--- src/rtl/ram_dma_pkg.sv ---
// Shared types and constants for the single-port RAM DMA engine.
package ram_dma_pkg;

    typedef enum logic [1:0] {
        ST_IDLE = 2'd0,
        ST_RD   = 2'd1,
        ST_WR   = 2'd2,
        ST_DONE = 2'd3
    } state_e;

    localparam logic MODE_COPY = 1'b0;
    localparam logic MODE_FILL = 1'b1;

endpackage

--- src/rtl/ram_dma.sv ---
// DMA initiator for a 1-cycle-latency single-port RAM: ascending word copy
// (read/write alternating) or constant fill, with abort and completion pulses.
module ram_dma
    import ram_dma_pkg::*;
#(
    parameter int ADDR_WIDTH = 8,
    parameter int LEN_WIDTH  = 8
) (
    input  logic                  clk,
    input  logic                  rst_n,
    input  logic                  start_i,
    input  logic                  mode_i,
    input  logic [ADDR_WIDTH-1:0] src_addr_i,
    input  logic [ADDR_WIDTH-1:0] dst_addr_i,
    input  logic [LEN_WIDTH-1:0]  len_i,
    input  logic [31:0]           fill_data_i,
    input  logic                  abort_i,
    output logic                  busy_o,
    output logic                  done_o,
    output logic                  aborted_o,
    output logic                  ram_en_o,
    output logic                  ram_we_o,
    output logic [ADDR_WIDTH-1:0] ram_addr_o,
    output logic [31:0]           ram_wdata_o,
    output logic [3:0]            ram_be_o,
    input  logic [31:0]           ram_rdata_i
);

    state_e                state_q, state_d;
    logic [ADDR_WIDTH-1:0] src_q, src_d;
    logic [ADDR_WIDTH-1:0] dst_q, dst_d;
    logic [LEN_WIDTH-1:0]  len_q, len_d;
    logic [LEN_WIDTH-1:0]  cnt_q, cnt_d;
    logic                  mode_q, mode_d;
    logic [31:0]           fill_q, fill_d;
    logic                  aborted_q, aborted_d;

    logic [LEN_WIDTH-1:0]  cnt_inc;
    logic [ADDR_WIDTH-1:0] offset;

    assign cnt_inc = cnt_q + 1'b1;
    // Size cast zero-extends or truncates the word index so addresses wrap.
    assign offset  = ADDR_WIDTH'(cnt_q);

    always_comb begin
        state_d   = state_q;
        src_d     = src_q;
        dst_d     = dst_q;
        len_d     = len_q;
        cnt_d     = cnt_q;
        mode_d    = mode_q;
        fill_d    = fill_q;
        aborted_d = 1'b0;
        case (state_q)
            ST_IDLE: begin
                if (start_i) begin
                    src_d  = src_addr_i;
                    dst_d  = dst_addr_i;
                    len_d  = len_i;
                    mode_d = mode_i;
                    fill_d = fill_data_i;
                    cnt_d  = '0;
                    if (len_i == '0)
                        state_d = ST_DONE;
                    else if (mode_i == MODE_FILL)
                        state_d = ST_WR;
                    else
                        state_d = ST_RD;
                end
            end
            ST_RD: begin
                if (abort_i) begin
                    state_d   = ST_IDLE;
                    aborted_d = 1'b1;
                end else begin
                    state_d = ST_WR;
                end
            end
            ST_WR: begin
                cnt_d = cnt_inc;
                if (abort_i) begin
                    state_d   = ST_IDLE;
                    aborted_d = 1'b1;
                end else if (cnt_inc == len_q) begin
                    state_d = ST_DONE;
                end else if (mode_q == MODE_COPY) begin
                    state_d = ST_RD;
                end else begin
                    state_d = ST_WR;
                end
            end
            ST_DONE: state_d = ST_IDLE;
            default: state_d = ST_IDLE;
        endcase
    end

    always_ff @(posedge clk or negedge rst_n) begin
        if (!rst_n) begin
            state_q   <= ST_IDLE;
            src_q     <= '0;
            dst_q     <= '0;
            len_q     <= '0;
            cnt_q     <= '0;
            mode_q    <= MODE_COPY;
            fill_q    <= '0;
            aborted_q <= 1'b0;
        end else begin
            state_q   <= state_d;
            src_q     <= src_d;
            dst_q     <= dst_d;
            len_q     <= len_d;
            cnt_q     <= cnt_d;
            mode_q    <= mode_d;
            fill_q    <= fill_d;
            aborted_q <= aborted_d;
        end
    end

    // Outputs decode from registered state; only copy write data is a
    // combinational pass-through of the RAM read port.
    assign busy_o      = (state_q == ST_RD) || (state_q == ST_WR);
    assign done_o      = (state_q == ST_DONE);
    assign aborted_o   = aborted_q;
    assign ram_en_o    = busy_o;
    assign ram_we_o    = (state_q == ST_WR);
    assign ram_be_o    = 4'hF;
    assign ram_addr_o  = (state_q == ST_RD) ? src_q + offset :
                         (state_q == ST_WR) ? dst_q + offset : '0;
    assign ram_wdata_o = (state_q != ST_WR)      ? 32'h0 :
                         (mode_q == MODE_COPY)   ? ram_rdata_i : fill_q;

endmodule

--- config.mk ---
export PLATFORM = sky130hd
export DESIGN_NAME = ram_dma
export DESIGN_NICKNAME = d
export VERILOG_FILES = /design/src/rtl/ram_dma_pkg.sv /design/src/rtl/ram_dma.sv
export SDC_FILE = /design/constraint.sdc
export NUM_CORES = 1
export LEC_CHECK = 0
export ABC_AREA = 1
export CAP_MARGIN = 40
export CELL_PAD_IN_SITES_DETAIL_PLACEMENT = 0
export CELL_PAD_IN_SITES_GLOBAL_PLACEMENT = 1
export CORE_AREA = 2 2 116 118
export DETAILED_ROUTE_END_ITERATION = 8
export DIE_AREA = 0 0 118 120
export PLACE_DENSITY_LB_ADDON = 0.05
export RECOVER_POWER = 100
export SKIP_CTS_REPAIR_TIMING = 1
export SYNTH_ARGS = -nofsm -noshare
export SYNTH_HDL_FRONTEND = slang
export SYNTH_SLANG_ARGS = --single-unit
--- constraint.sdc ---
create_clock -name clk -period 3.4 [get_ports clk]
set_input_delay 0.85 -clock clk [delete_from_list [all_inputs] [get_ports clk]]
set_output_delay 0.85 -clock clk [all_outputs]
set_load 0.02 [all_outputs]
; After elaboration in Yosys (flattened, before gate mapping)
; Index checks and enable logic that the tools add are counted.
[word_totals]
output_inout_bits = 49
wordCells = 40
regBits = 68
in_bits = 93
[classes]
n_mux = 16
eq_ne = 6
n_addsub = 3
reduce_logical = 7
[op_table]
columns = cell, count
row1 = 32-bit two-way mux, 2
row2 = 8-bit two-way mux, 3
row3 = 8-bit adder, 2
row4 = 8-bit case mux with 2 select lines, 1
row5 = 2-bit two-way mux, 7
row6 = "8-bit by 1-bit adder with 8-bit output, second input constant", 1
row7 = 8-bit == test, 1
row8 = 8-bit logical NOT, 1
row9 = 2-bit case mux with 4 select lines, 1
row10 = "2-bit == test, second input constant", 2
row11 = "2-bit inequality test, second input constant", 2
row12 = 2-bit AND reduction, 2
row13 = "2-bit by 1-bit == test with 1-bit output, second input constant", 1
row14 = 2-bit logical NOT, 1
row15 = 1-bit two-way mux, 2
row16 = 2-bit nonzero test, 1
row17 = 2-bit OR reduction, 1
row18 = 1-bit logical OR, 1

; Logic depth before layout (Yosys ltp)
; Gate-level depths: netlist of the first run.
[depth]
ltp_word = 5
depth_mapped = 14
mapped_depth_nobuf = 14

; Least setup slack after synthesis of the first run
; OpenSTA, ideal clock, no wires.
[synth_timing]
kind = reg-to-output
start = reg cnt_q[0]
end = out ram_addr_o[6]
path_buffers = 0
arrival_ns = 1.908
slack_ns = 0.642
t_required_ns = 2.550
stages_incl_launch_ff = 13
cell_sequence = dfrtp_1 ha_1 fa_1 nand2_1 inv_1 o21ai_0 nand2_1 nand2_1 nand2_1 a21oi_1 or2_2 nand3_1 nand2_1
[synth_between]
elab_chain_len = 3
elab_cells_between_ends = 4
classes_between = add/sub: 2 / mux: 2
[synth_lines]
columns = element, line_no
row1 = from (decl), ram_dma.sv:33  ; logic [LEN_WIDTH-1:0] cnt_q, cnt_d;
row2 = from (signal assigned), ram_dma.sv:112  ; cnt_q <= cnt_d;
row3 = 8-bit adder, ram_dma.sv:128  ; (state_q == ST_WR) ? dst_q + offset : '0;
row4 = 8-bit two-way mux, ram_dma.sv:128
row5 = 8-bit two-way mux (*), ram_dma.sv:127  ; assign ram_addr_o = (state_q == ST_RD) ? src_q + offset :
row6 = to (decl), ram_dma.sv:23  ; output logic [ADDR_WIDTH-1:0] ram_addr_o,
; Every way passes the cells marked *; elsewhere a longest branch is shown, timed or not.

; Final worst setup path of the first run
[layout_timing]
start = reg cnt_q[0]
end = out ram_addr_o[1]
; Same word-level chain as after synthesis.

==> results of run 1 <==
[layout by cell type (no fill, tap or decap), types with 3 or more instances in the layout]
cell               n
ha_1              18
nand3b_1           3
a21oi_1           13
inv_1             37
dfrtp_1           67
o22ai_1            6
clkbuf_1          12
conb_1             4
xnor2_1            4
nand2_1          223
dlygate4sd3_1     41
nand3_1           22
nor2_1            82
clkdlybuf4s50_1   89
o21ai_0           49
buf_4              6
clkbuf_16          9
[worst register-to-register path, delay by kind of cell, from the launching register on]
family	cells	cell delay, ps
buf+inv	3	1380
flops	1	400
simple gates	3	520
fa+ha+maj	1	230
[routing by layer]
metal  track usage (%)  share of wire (%)  up-vias
met5                 0                  0        -
met4             4.292                1.0        0
met3             5.371                5.6        6
met2             30.85                 49       84
met1             21.19                 44     1855
li1                  -                  -     2104
[worst paths after layout]
| kind | startpoint | to | cells past startpoint |
|---|---|---|---|
| min | fill_q[5]$_DFFE_PN0P_ | fill_q[5]$_DFFE_PN0P_ | 2 |
| min reg2reg | fill_q[5]$_DFFE_PN0P_ | fill_q[5]$_DFFE_PN0P_ | 2 |
| min in group asynchronous | rst_n | src_q[6]$_DFFE_PN0P_ | 1 |
| max | cnt_q[0]$_DFFE_PN0P_ | ram_addr_o[1] | 5 |
| max reg2reg | state_q[1]$_DFFE_PN0P_ | dst_q[0]$_DFFE_PN0P_ | 7 |
| max in group asynchronous | rst_n | dst_q[4]$_DFFE_PN0P_ | 2 |
[cell families after synthesis]
logic type	Yosys count	share of synthesized area, %
AO/OA/AOI/OAI	78	10.33
XOR/XNOR	6	1.292
adder cells (fa/ha/maj)	21	6.827
buffers and inverters	65	6.488
flip-flops	68	41.82
other	1	0.09216
AND/OR/NAND/NOR	340	33.15
[report_power, final]
group | total [W] | leakage (nW) | internal [W] | switching [W]
sequential | 0.00140 | 0.852 | 0.00117 | 0.000231
combinational | 0.00219 | 1.99 | 0.000866 | 0.00133
clock | 0.000941 | 0.144 | 0.000609 | 0.000332
[through the flow]
step	utilization, %	std cells	worst slack [ps]	hold WS, ps	area, µm²
floorplan	-	582	641.5	449.5	4080
global placement	43.47	879	89.23	463.2	5643
detailed placement	43.69	880	69.11	465.4	5670
CTS	45.98	896	-313.0	480.5	5968
global route	45.59	897	-5.143	497.8	5918
finish	45.61	898	191.2	475.7	5921
[layout make-up]
class | count | area, µm² | share of cell area [%]
Multi-Input combinational cell | 449 | 2121 | 35.82
Clock buffer | 15 | 267.8 | 4.522
Inverter | 38 | 142.6 | 2.409
Clock inverter | 1 | 30.03 | 0.5072
Antenna cell | 2 | 5.005 | 0.08453
Timing Repair Buffer | 149 | 1431 | 24.18
Sequential cell | 68 | 1703 | 28.76
Tap cell | 176 | 220.2 | 3.719
[state kept, by name (all words and copies together) (netlist names)]
name and count:
dst_q 8, cnt_q 8, len_q 8, src_q 8, fill_q 32, state_q 2, aborted_o 1, mode_q 1
==> flow_summary.toml, run 1 <==
[sta]
setup_viol = 0
final.setup.tns_ps = 0
fin_crit_sh_pct = 94.38
max_freq_mhz = 311.6
worst_pin_slew_ps = 1591
fin_crit_ps = 3209
relSlewSlack_pct = -6.053
slew_viol_final = 37
finClkSkew_ps = 2.936
hold_viol = 0

[clock_network]
cts.sinks = 68
cts_max_level = 3
clk_pin_slew_ps = 50
cts-root-buf = "clkbuf_16"
numCtsBuffers = 9
cts_tree = "yes"
clock_path_buffers = 2
clock_latency_ps = 330

[power]
p_per_area_nw_per_um2 = 765.4
p_total_w = 0.004532
peakVddDrop_mv = 0.3676
cellLeakagePower_nw = 2.985

[logic_synthesis]
yosys.area.top_type_share_pct = 41.82
dominantRegCellSynth = "dfrtp_1"
yosysMostFrequentCell = "nand2_1"
synthArstFlopShare_pct = 100.0
ys_types = 32
synth-edff-count = 0
synth_area_per_cell_um2 = 7.027
ys_ff_latch = 68
synth_common_cells = "nand2_1 (223), nor2_1 (82), dfrtp_1 (68)"
seq_area_frac_synth_pct = 41.82
yosys_warnings = 0
syn-instance-count = 579
synth_area_um2 = 4069
yosysTopAreaCell = "dfrtp_1"
netlist_top_cells_area = "dfrtp_1 (42%), nand2_1 (21%), nor2_1 (7.6%), o21ai_0 (6.3%), ha_1 (5.8%)"

[detailed_routing]
drc_errors = 0
dr_total_vias = 4049
viasPerCell = 4.509
routedWlPerCell_um = 13.28
dr.pass1.iters = 4
drtIter0Drc = 180
finalWirelength_mm = 11.93
ant_nets = 0

[cells_and_area]
fill_cells = 1369
final_nets = 829
syn_to_final_growth_pct = 45.51
drive_gt1_share_pct = 4.444

[floorplan]
die_area_um2 = 14160
start_util_pct = 31.35
ios = 142
die_w_um = 118
num_rows = 42
placeableCoreArea_um2 = 12980
die_h_um = 120

[worst_setup_path]
worst_ep_required_time_ps = 2550
critPathLaunchType = "register"
critical_path.max_stage_delay_ps = 720
end_kind = "primary output"
path_cells = "ha_1 -> inv_1 -> fa_1 -> o21ai_0 -> dlygate4sd3_1"
critical_path.top_delay_family = "buffers and inverters"
ff2ff_setup_slack_ps = 800
critPathKind = "register to primary output"
worst-endpoint-arrival_ps = 2360
cp_slowest_cell = "dlygate4sd3_1"
critical_path_buf_inv_count = 2
crit_path_max_fanout = 4

[global_route]
overflow = 0
grt_pass1_vias = 4127
grt_use_total_pct = 17.63
grt_max_degree = 41
grt_pass1_wl_mm = 20.00
antenna_found_initial = 2

[place]
dp_hpwl_mm = 8.899
io_buffers = 137
place_congestion = 0.8116

[worst_hold_path]
hp-class = "register to register"

[status]
outcome = "finished with violations"
violations = "max-capacitance violations, max-slew violations"

[job]
maxCapViolCount = 1
Power figures use the tool's default switching activity.
==> run 2, diff against run 1 <==
--- a/config.mk
+++ b/config.mk
@@ -6,12 +6,12 @@
 export NUM_CORES = 1
 export LEC_CHECK = 0
 export ABC_AREA = 1
-export CAP_MARGIN = 40
+export CAP_MARGIN = 25
 export CELL_PAD_IN_SITES_DETAIL_PLACEMENT = 0
 export CELL_PAD_IN_SITES_GLOBAL_PLACEMENT = 1
-export CORE_AREA = 2 2 116 118
+export CORE_AREA = 2 2 130 106
 export DETAILED_ROUTE_END_ITERATION = 8
-export DIE_AREA = 0 0 118 120
+export DIE_AREA = 0 0 132 108
 export PLACE_DENSITY_LB_ADDON = 0.05
 export RECOVER_POWER = 100
 export SKIP_CTS_REPAIR_TIMING = 1
==> flow_summary.toml, run 2 (synthesized netlist as in run 1, its figures left out) <==
[status]
outcome = "finished with violations"
violations = "max-capacitance violations, max-slew violations"

[cells_and_area]
final_nets = 825
regMostFlops = "fill_q"
regArea_um2 = 1702
diodes = 0
syn_to_final_growth_pct = 46.03
drive_gt1_share_pct = 5.307
fill_cells = 1286
final_common_cell = "nand2_1"
mostFrequentLayoutCells = "nand2_1 (223), clkdlybuf4s50_1 (90), nor2_1 (81)"
largest_reg_flops = 32
multi_input_area_um2 = 2126

[floorplan]
placeableCoreArea_um2 = 12820
ios = 142
die_w_um = 132
num_rows = 37
die_area_um2 = 14260
start_util_pct = 31.73
die_h_um = 108

[sta]
setup_viol = 0
fin_crit_sh_pct = 95.31
hold_viol = 0
worst_pin_slew_ps = 1728
finClkSkew_ps = 5.177
relSlewSlack_pct = -15.18
rsz0062_at_grt = "false"
slew_viol_final = 69
finalHoldWorstSlack_ps = 479.5
fin_crit_ps = 3240
final.setup.tns_ps = 0
max_freq_mhz = 308.6

[global_route]
grt_pass1_vias = 3958
overflow = 0
antenna_found_initial = 0
grt_max_degree = 69
grt_use_total_pct = 17.21
grt_pass1_wl_mm = 19.44

[worst_setup_path]
critical_path.top_delay_family = "buffers and inverters"
crit_path_max_fanout = 8
path_cells = "inv_1 -> ha_1 -> inv_1 -> a21oi_1 -> o21ai_0 -> o21ai_0 -> dlygate4sd3_1"
cp_slowest_cell = "dlygate4sd3_1"
end_kind = "primary output"
worst-endpoint-arrival_ps = 2390
critPathLaunchType = "register"
critical_path_buf_inv_count = 3
worst_ep_required_time_ps = 2550
critical_path.max_stage_delay_ps = 710
ff2ff_setup_slack_ps = 930
critPathKind = "register to primary output"

[detailed_routing]
viasPerCell = 4.462
drc_errors = 0
routedWlPerCell_um = 13.33
dr.pass1.iters = 7
finalWirelength_mm = 11.88
dr_total_vias = 3976
ant_nets = 0
drtIter0Drc = 182

[worst_hold_path]
hp-class = "register to register"

[clock_network]
numCtsBuffers = 9
cts.sinks = 68
clk_pin_slew_ps = 50
cts-root-buf = "clkbuf_16"
clock_latency_ps = 330
cts_tree = "yes"
cts_max_level = 3
clock_path_buffers = 2

[place]
dp_hpwl_mm = 8.742
io_buffers = 137
place_congestion = 0.8326

[power]
swShare_pct = 41.37
p_per_area_nw_per_um2 = 771.2
p_total_w = 0.004582
peakVddDrop_mv = 0.3201
cellLeakagePower_nw = 2.985
p_clk_share_pct = 21.5
pwr-share-comb_pct = 48.0
p_int_w = 0.002687
power_frac_seq_pct = 30.4
switching_power_w = 0.001896

[job]
maxCapViolCount = 1
[run 2: layout make-up]
class | count | share of cell area [%]
Clock buffer | 13 | 4.717
Sequential cell | 68 | 28.64
Tap cell | 175 | 3.685
Timing Repair Buffer | 145 | 24.07
Inverter | 38 | 2.401
Clock inverter | 3 | 0.7159
Multi-Input combinational cell | 449 | 35.78
[run 2: path summary, 6_finish.rpt]
| kind | startpoint | end | cells past startpoint |
|---|---|---|---|
| setup / recovery | state_q[1]$_DFFE_PN0P_ | ram_addr_o[2] | 7 |
| hold / removal | fill_q[10]$_DFFE_PN0P_ | fill_q[10]$_DFFE_PN0P_ | 2 |
| setup reg to reg | state_q[1]$_DFFE_PN0P_ | src_q[1]$_DFFE_PN0P_ | 7 |
| hold reg to reg | fill_q[10]$_DFFE_PN0P_ | fill_q[10]$_DFFE_PN0P_ | 2 |
| max in group asynchronous | rst_n | fill_q[19]$_DFFE_PN0P_ | 1 |
| min in group asynchronous | rst_n | dst_q[5]$_DFFE_PN0P_ | 1 |
[run 2: tightest hold or removal path, cell delays in order (launching register included)]
cell and delay [ps]:
dfrtp_1 340, nand2_1 50, nand2_1 50
[run 2: power groups by stage]
stage / logic, W / registers, W / clock network [W]
6_report: 0.00220 / 0.00139 / 0.000986
5_1_grt: 0.00250 / 0.00145 / 0.00105
4_1_cts: 0.00234 / 0.00140 / 0.00102
3_5_place_dp: 0.00232 / 0.00140 / 0
3_3_place_gp: 0.00228 / 0.00140 / 0
2_1_floorplan: 0.00143 / 0.00136 / 0
[run 2: metrics by stage]
| stage | instances | setup slack, ps | utilization [%] | area [µm²] |
|---|---|---|---|---|
| after detailed placement | 875 | 55.66 | 43.99 | 5642 |
| after floorplan | 582 | 641.5 | - | 4080 |
| after global routing | 891 | 1.787 | 46.34 | 5942 |
| after global placement | 874 | 85.55 | 43.78 | 5614 |
| after CTS | 891 | -323.6 | 46.51 | 5964 |
| final | 891 | 159.5 | 46.34 | 5942 |
[run 2: routing by layer]
| layer | track usage [%] | routed length, µm |
|---|---|---|
| met1 | 23.17 | 5664 |
| met2 | 26.79 | 5377 |
| met3 | 6.235 | 752 |
| met4 | 3.494 | 84 |
| met5 | 0 | 0 |
==> run 3, diff against run 2 <==
--- a/config.mk
+++ b/config.mk
@@ -12,7 +12,7 @@
 export CORE_AREA = 2 2 130 106
 export DETAILED_ROUTE_END_ITERATION = 8
 export DIE_AREA = 0 0 132 108
-export PLACE_DENSITY_LB_ADDON = 0.05
+export PLACE_DENSITY = 0.82
 export RECOVER_POWER = 100
 export SKIP_CTS_REPAIR_TIMING = 1
 export SYNTH_ARGS = -nofsm -noshare
==> flow_summary.toml, run 3 (synthesized netlist as in run 1, its figures left out) <==
[status]
outcome = "finished with violations"
violations = "max-capacitance violations, max-slew violations"

[job]
maxCapViolCount = 1

[sta]
relSlewSlack_pct = -14.42
rsz0062_at_grt = "false"
max_freq_mhz = 309.3
timing.final.ws_setup_ps = 167.2
slew_viol_final = 32
fin_crit_ps = 3233
finClkSkew_ps = 3.073
fin_crit_sh_pct = 95.08
hold_viol = 0
worst_pin_slew_ps = 1716
setup_viol = 0

[clock_network]
clock_latency_ps = 330
cts-root-buf = "clkbuf_16"
clock_path_buffers = 2
cts_tree = "yes"
clk_pin_slew_ps = 60
cts_max_level = 3
numCtsBuffers = 9
cts.sinks = 68

[worst_setup_path]
worst_ep_required_time_ps = 2550
critPathLaunchType = "register"
startpoint = "cnt_q[0]$_DFFE_PN0P_"
crit_path_max_fanout = 3
cp_slowest_cell = "dfrtp_1"
worst-endpoint-arrival_ps = 2380
critical_path.max_stage_delay_ps = 400
critical_path_buf_inv_count = 2
crit_top_cell = "nand2_1"
critical_path.top_delay_family = "adder cells"
path_cells = "ha_1 -> fa_1 -> nand2_1 -> inv_1 -> o21ai_0 -> nand2_1 -> nand2_1 -> nand2_1 -> a21oi_2 -> or2_2 -> nand3_1 -> nand2_1 -> clkbuf_2"
critPathKind = "register to primary output"
end_kind = "primary output"
timing.rr.start = "state_q[0]$_DFFE_PN0P_"

[cells_and_area]
diodes = 0
final_common_cell = "nand2_1"
syn_to_final_growth_pct = 44.93
mostFrequentLayoutCells = "nand2_1 (223), clkdlybuf4s50_1 (92), nor2_1 (81)"
final_nets = 825
finalNonFillerCells = 891
regMostFlops = "fill_q"
design_area_um2 = 5897
post-route-util_pct = 45.99
drive_gt1_share_pct = 5.028
largest_reg_flops = 32

[detailed_routing]
finalWirelength_mm = 11.94
routedWlPerCell_um = 13.40
viasPerCell = 4.539
dr_total_vias = 4044
drc_errors = 0
dr.pass1.iters = 6
ant_nets = 0
drtIter0Drc = 181

[global_route]
overflow = 0
grt_pass1_wl_mm = 19.34
grt_pass1_vias = 3982
grt_use_total_pct = 17.19
grt_max_degree = 58
antenna_found_initial = 0

[place]
io_buffers = 137
placed_cell_area_um2 = 5619
place_inst = 875
place_congestion = 0.9718
place_ws_ps = 62.16
dp_hpwl_mm = 8.974

[power]
peakVddDrop_mv = 0.2963
cellLeakagePower_nw = 2.965
p_per_area_nw_per_um2 = 772.3

[floorplan]
placeableCoreArea_um2 = 12820
die_w_um = 132
die_area_um2 = 14260
ios = 142
num_rows = 37
die_h_um = 108
start_util_pct = 31.73

[worst_hold_path]
hp-start = "fill_q[14]$_DFFE_PN0P_"
hp-class = "register to register"
-- run 3: cell types whose count changed in the layout (fill, tap and decap cells not counted), moves of 2 or more --
cell             previous run  this run
clkbuf_2                    3         6
dlygate4sd3_1              41        39
buf_4                       6         4
clkdlybuf4s50_1            90        92
-- run 3: worst paths after layout --
path,end,slack [ps],depth (start not counted)
setup / recovery,ram_addr_o[6],170,13
hold / removal,fill_q[14]$_DFFE_PN0P_,480,2
setup reg to reg,cnt_q[3]$_DFFE_PN0P_,920,6
hold reg to reg,fill_q[14]$_DFFE_PN0P_,480,2
max in group asynchronous,fill_q[15]$_DFFE_PN0P_,710,2
min in group asynchronous,cnt_q[6]$_DFFE_PN0P_,960,1
-- run 3: cell type report --
class / instances / area (µm²)
Clock buffer: 13 / 280.3
Clock inverter: 3 / 42.54
Fill cell: 1294 / 6927
Inverter: 38 / 146.4
Multi-Input combinational cell: 449 / 2121
Sequential cell: 68 / 1702
Tap cell: 175 / 219.0
Timing Repair Buffer: 145 / 1386
-- run 3: tightest hold or removal path: cells and delay by family (launching register included) --
family           cells  cell delay (ps)
AND/OR/NAND/NOR      2              100
flip-flops           1              340
-- run 3: routing by layer --
layer	share of wire, %	vias to the layer above	wire length (µm)	track usage [%]
met5	0	-	0	0
met1	46	1841	5526	21.85
met3	7.5	11	901	6.095
met2	45	108	5378	27.75
met4	1.1	0	136	5.047
li1	-	2084	-	-
-- run 3: through the flow --
stage	TNS [ps]	hold slack, ps	power, W
CTS	-635.1	483.5	0.004711
global route	0	505.4	0.004946
floorplan	0	449.5	0.002782
global placement	0	464.3	0.003638
finish	0	481.3	0.004554
detailed placement	0	465.9	0.003674
-- run 3: power by group --
group,internal [W],switching (W),leakage (nW),total [W]
sequential,0.00116,0.000243,0.853,0.00141
clock,0.000646,0.000347,0.158,0.000993
combinational,0.000838,0.00132,1.95,0.00215
total,0.00265,0.00191,2.96,0.00455
